## config.mk

```make
export PLATFORM = sky130hd
export DESIGN_NAME = spmv_mem_model_fifo
export DESIGN_NICKNAME = d
export VERILOG_FILES = /design/src/rtl/spmv_mem_model_fifo.sv
export SDC_FILE = /design/constraint.sdc
export NUM_CORES = 1
export LEC_CHECK = 0
export ABC_CLOCK_PERIOD_IN_PS = 3000
export CORE_UTILIZATION = 55
export DETAILED_ROUTE_END_ITERATION = 16
export GPL_TIMING_DRIVEN = 0
export HOLD_SLACK_MARGIN = 0.12
export PLACE_DENSITY_LB_ADDON = 0.05
export SLEW_MARGIN = 20
export SYNTH_ARGS = -nofsm -noshare
export SYNTH_HDL_FRONTEND = slang
export SYNTH_SLANG_ARGS = --single-unit
```

## constraint.sdc

```tcl
create_clock -name clk -period 3 [get_ports clk]
set_input_delay 0.45 -clock clk [delete_from_list [all_inputs] [get_ports clk]]
set_output_delay 0.45 -clock clk [all_outputs]
set_load 0.02 [all_outputs]
```

## src/rtl/spmv_mem_model_fifo.sv

```systemverilog
// Synchronous FIFO holding in-flight load responses. Pointers and count
// are reset asynchronously; the storage array is not reset. Push while
// full and pop while empty are ignored.
module spmv_mem_model_fifo #(
    parameter int WIDTH = 8,
    parameter int DEPTH = 64,
    parameter int CNT_W = $clog2(DEPTH) + 1
) (
    input  logic             clk,
    input  logic             rst_n,
    input  logic             push,
    input  logic             pop,
    input  logic [WIDTH-1:0] wdata,
    output logic [WIDTH-1:0] rdata,
    output logic [CNT_W-1:0] count,
    output logic             full,
    output logic             empty
);

    localparam int PTR_W = $clog2(DEPTH);

    logic [WIDTH-1:0] mem_r [DEPTH];
    logic [PTR_W-1:0] wr_ptr_r;
    logic [PTR_W-1:0] rd_ptr_r;
    logic [CNT_W-1:0] count_r;
    logic             do_push_s;
    logic             do_pop_s;

    assign do_push_s = push & ~full;
    assign do_pop_s  = pop & ~empty;
    assign full      = (count_r == CNT_W'(DEPTH));
    assign empty     = (count_r == CNT_W'(0));
    assign count     = count_r;
    assign rdata     = mem_r[rd_ptr_r];

    // Write the accepted entry into storage
    always_ff @(posedge clk) begin
        if (do_push_s) begin
            mem_r[wr_ptr_r] <= wdata;
        end
    end

    // Advance pointers and track occupancy
    always_ff @(posedge clk or negedge rst_n) begin
        if (!rst_n) begin
            wr_ptr_r <= PTR_W'(0);
            rd_ptr_r <= PTR_W'(0);
            count_r  <= CNT_W'(0);
        end else begin
            if (do_push_s) begin
                wr_ptr_r <= wr_ptr_r + PTR_W'(1);
            end
            if (do_pop_s) begin
                rd_ptr_r <= rd_ptr_r + PTR_W'(1);
            end
            case ({do_push_s, do_pop_s})
                2'b10:   count_r <= count_r + CNT_W'(1);
                2'b01:   count_r <= count_r - CNT_W'(1);
                default: count_r <= count_r;
            endcase
        end
    end

endmodule

```

== After elaboration in Yosys (flattened, before gate mapping) ==
Memory sizes are Yosys's and may differ from the RTL's.
Cells that the tools add are included.

* Bits of input ports: 12
* Memories kept: 1
* Register bits after elaboration: 19
* Output and inout port bits: 17
* Memory bits (writable): 512

* Eq/ne operators: 3
* Bitwise operators: 4
* Muxes and demuxes: 3
* Reductions and logical operators: 2
* Add/subtract/negate cells: 4

{| class="wikitable"
|+ Memory list
! name !! words !! width !! read ports !! clocked after memory_dff !! wr ports !! line !! RTL
|-
| mem_r || 64 || 8 || 1 || 0 || 1 || 22 || <nowiki>logic [WIDTH-1:0] mem_r [DEPTH];</nowiki>
|}

{| class="wikitable"
|+ Operators with widths
! cell !! number
|-
| $pmux W7 S2 || 1
|-
| $add A6 B1 Y6 const B || 2
|-
| $add A7 B1 Y7 const B || 1
|-
| $eq A7 B7 Y1 const B || 1
|-
| $logic_not A7 Y1 || 1
|-
| $sub A7 B1 Y7 const B || 1
|-
| $and A1 B1 Y1 || 2
|-
| $eq A2 B1 Y1 const B || 1
|-
| $eq A2 B2 Y1 const B || 1
|-
| $mux W1 || 2
|-
| $not A1 Y1 || 2
|-
| $reduce_bool A2 Y1 || 1
|}

== Depth between registers and ports, before layout ==
* Depth in word-level cells: 5
* Mapped depth: 12
* Depth with buffers taken out: 11

== Worst setup path before layout ==
Ideal clock, no wire load.

* Path kind: flip-flop to flip-flop
* Start: register count_r[4] (netlist: count[4])
* End: register count_r[6] (netlist: count[6])
* Data arrival time: 2,646 ps
* Cell stages (with the launch flop): 12
* Path slack: 274 ps
* Library setup time: 80 ps
* Data required time: 2,920 ps
* Cells stage by stage: dfrtp_1 -> nor4_1 -> nand2_1 -> o21a_1 -> clkbuf_1 -> ha_1 -> ha_1 -> nor2b_1 -> o21ai_0 -> a21oi_1 -> o211ai_1 -> xnor2_1

* Longest elaborated chain between the ends: 5
* Elaborated cells on any way between the ends: 12
* Classes of those cells: add/sub: 2; eq/ne: 3; mux: 1; bitwise: 4; reduce/logical: 2

{| class="wikitable"
|+ RTL lines
! element !! line !! RTL
|-
| start, declared || 25 || <nowiki>logic [CNT_W-1:0] count_r;</nowiki>
|-
| start signal, assigned || 57 || <nowiki>2'b10: count_r <= count_r + CNT_W'(1);</nowiki>
|-
| start signal, assigned || 58 || <nowiki>2'b01: count_r <= count_r - CNT_W'(1);</nowiki>
|-
| start signal, assigned || 59 || <nowiki>default: count_r <= count_r;</nowiki>
|-
| $logic_not A7 Y1 * || 32 || <nowiki>assign empty = (count_r == CNT_W'(0));</nowiki>
|-
| $not A1 Y1 * || 30 || <nowiki>assign do_pop_s = pop & ~empty;</nowiki>
|-
| $and A1 B1 Y1 * || 30 ||
|-
| named net do_pop_s || 27 || <nowiki>logic do_pop_s;</nowiki>
|-
| $eq A2 B1 Y1 or $eq A2 B2 Y1 (tied branches) || 56 || <nowiki>case ({do_push_s, do_pop_s})</nowiki>
|-
| $pmux W7 S2 or $reduce_bool A2 Y1 (tied branches) || n/a ||
|}

The timed path passes the listed nets; every way through them passes the cells marked *.
A chain may end at the register's enable or synchronous reset.

== Worst setup path after layout ==
* Start: register rd_ptr_r[0]
* End: output rdata[1]

* Longest elaborated chain between the ends: 1

{| class="wikitable"
|+ RTL lines
! element !! line !! RTL
|-
| start, declared || 24 || <nowiki>logic [PTR_W-1:0] rd_ptr_r;</nowiki>
|-
| start signal, assigned || 54 || <nowiki>rd_ptr_r <= rd_ptr_r + PTR_W'(1);</nowiki>
|-
| $mem_v2 Z64 W8 || n/a ||
|-
| end, declared || 14 || <nowiki>output logic [WIDTH-1:0] rdata,</nowiki>
|}

Every way passes these cells.

==> metrics.txt <==
setup violators final=8; via count=10981; crit path capture=rdata[1]; H-Tree Depth=2; gpl congestion=0.944; die area=39100 um2; warnings from Yosys=0; I/O pin cnt=29; CTS sink count=531; flop2flop setup slack=approximately 0.090 ns; residual DRC count=0; ranking of synthesized cells by area=edfxtp_1 (73%), mux4_2 (10%), mux2i_1 (3.1%); Avg WL per Cell=29.5 um; Worst Path Max Fanout=7; CP Capture Type=primary output; vias in the first global route=between 10000 and 15000; net count after synthesis=between 1000 and 1500; initial core utilization=0.560; Nets=1229; Die Y=just under 200 um; CTS Buffer Depth=3; synth-to-layout area growth=16.6%; Worst path max stage delay=between 0.3 and 0.4 ns; failing checks=negative setup slack; Tmin final=3.45 ns; fmax=0.290 GHz; area share of the largest cell type after synthesis=0.729; Register-to-Register Path Depth=5; CTS Buf Count=52; First DRT Iteration DRCs=1107; fin util=0.652; initial antenna violation count=0; Tot GR Track Use=0.276; crit-path cells=buf_8 -> buf_12 -> buf_16 -> buf_16 -> nand3b_1 -> buf_6 -> o221ai_4 -> a21o_1 -> o22ai_2 -> nor3_4 -> buf_6; sequential fraction of the synthesis area=0.752; n_diodes=0; min-delay worst type=in -> reg; post-synth top area cell=edfxtp_1; clk_lat worst skew=approximately 0.6 ns; outcome=finished with violations; Max IR drop VDD=558 uV; clock skew=0.0150 ns; Worst EP arrival=3.00 ns; Period Utilization, post-route=1.15; Clock transition at path regs=0.07 ns; top_reg_cell synth=edfxtp_1; Worst Tran Pin Value=0.884 ns; Buffers on Ports=28; most frequent cells after synthesis=edfxtp_1 (512), nor2_1 (114), mux4_2 (97); slowest cell on the critical path=dfrtp_1; worst r2r src=count[0]$_DFFE_PN0P_; Routed WL=51800 um; power density cells=973 nW/um2; synth unique cells=57; Netlist Area Pre-Place=21100 um2; final hold vios=0; crit path kind=reg -> out; Max Cap Viol=0; DP Area=22000 um2; largest net degree at the start of global routing=65; startpoint types=flip-flop; Slew Limit Fails=0; Final Worst Setup Slack=-0.447 ns; Antenna Nets Post-Route=0; post-DR vias/cell=6.26; FFs w/ async S/R, synth=0.0358; hold path startpoint=wdata[0]; layout cell share with drive strength beyond 1=0.281; # rows=71; RR Endpoint=mem_r[57][5]$_DFFE_PP_; overall power=roughly 0.024 W; crit path from=rd_ptr_r[0]$_DFFE_PN0P_; cells after synthesis=1105; most numerous cell in the Yosys netlist=edfxtp_1; Core Area=roughly 38000 um2; CTS tree=built; 1st-pass router iterations=5; post-route cell area=24600 um2; Die W=198 um; setup repair after global routing missed its margin=yes; Post-synth EDFFs=about 510; first-pass GRT wire length=74900 um; Clock Tree Root=clkbuf_16; slew margin rel.=0.409; Avg Cell Area, Syn=19.1 um2; total gr overflow=0; DPL Wire Length=32900 um; worst path required time=2.55 ns; Pleak=slightly below 8 nW; Seq cells post-synth=~530
==> through the flow <==
stage	hold WS [ns]	worst slack (ns)	TNS (ns)	cells
after floorplan	0.154	0.274	0	1105
after global placement	0.501	-1.11	-268.65	1644
after detailed placement	0.513	-1.04	-194.76	1647
after CTS	0.329	-0.449	-3.30	1753
after global routing	0.358	-0.492	-3.81	1755
final	0.354	-0.447	-3.18	1755
==> sequential cells by signal, indices dropped and copies added, names as in the netlist <==
register  flops
count         7
wr_ptr_r      6
mem_r       512
rd_ptr_r      6
==> timing repair <==
| action | CTS | global route |
|---|---|---|
| hold buffers | 0 | 1 |
| endpoints found under the setup margin | 394 | 182 |
| setup buffers | 14 | 1 |
| pin swaps | 21 | 13 |
| resized for setup | 185 | 45 |
| hold endpoints to repair | 0 | 19 |
| cloned | 4 | 0 |
==> critical path, delay by kind of cell (launching register included) <==
kind | cells | cell delay [ns]
AOI/OAI and AO/OA | 3 | 0.52
buffers and inverters | 6 | 0.94
DFF | 1 | 0.38
and+or+nand+nor | 2 | 0.52
==> worst min path at each step <==
stage                                          to  slack (ns)  cells after the start
after global placement    wr_ptr_r[2]$_DFFE_PN0P_        0.50                      1
final                      mem_r[37][0]$_DFFE_PP_        0.35                      1
after global routing       mem_r[13][6]$_DFFE_PP_        0.36                      1
after floorplan              count[0]$_DFFE_PN0P_        0.15                      0
after detailed placement  wr_ptr_r[2]$_DFFE_PN0P_        0.51                      1
after CTS                  mem_r[37][0]$_DFFE_PP_        0.33                      1
==> cell families (layout without fill, tap and decap cells) <==
logic type               Yosys count  count (layout)  synth area share
buffers and inverters             67             206            0.0188
flip-flops                       531             531             0.752
multiplexers                     168             168             0.138
adder cells (fa/ha/maj)            9               9           0.00570
AND/OR/NAND/NOR                  207             207            0.0427
XOR/XNOR                          13              13           0.00540
AO/OA/AOI/OAI                    110             110            0.0378
==> area by class of cell <==
| type | count | area (um2) |
|---|---|---|
| Fill cell | 2657 | 13100 |
| Timing Repair Buffer | 51 | 561 |
| Inverter | 10 | 40.0 |
| Clock buffer | 68 | 1380 |
| Buffer | 55 | 526 |
| Clock inverter | 22 | 181 |
| Multi-Input combinational cell | 507 | 5390 |
| Tap cell | 511 | 639 |
| Sequential cell | 531 | 15900 |
==> layout by cell type (no fill, tap or decap), types with 8 or more instances in the layout <==
cell type,synthesis,routed
clkbuf_1,19,21
a21oi_1,16,10
clkinv_2,0,8
nand2_1,42,42
buf_12,2,12
buf_2,15,8
clkdlybuf4s50_1,0,11
nor2_2,0,29
nand3_1,13,12
a21o_1,9,8
dfrtp_1,19,19
a211o_1,8,8
clkbuf_16,0,53
clkinv_1,0,9
o22ai_1,22,14
mux2i_1,65,58
mux4_2,97,97
inv_1,9,9
clkbuf_2,0,8
buf_4,6,28
xnor2_1,10,10
edfxtp_1,512,512
nor2_1,114,84
buf_6,8,18
==> power by group <==
group | switching [W] | internal, W | total (W)
logic | 0.00529 | 0.00379 | 0.00907
clock network | 0.00266 | 0.00348 | 0.00614
registers | 0.000202 | 0.00851 | 0.00871
==> per-layer routing <==
layer	vias up	wire length (um)	global-route usage
li1	4674	-	-
met1	5745	21900	0.399
met2	453	24200	0.422
met3	109	3650	0.0405
met4	0	2130	0.123
met5	-	0	0
Power figures use the tool's default switching activity.
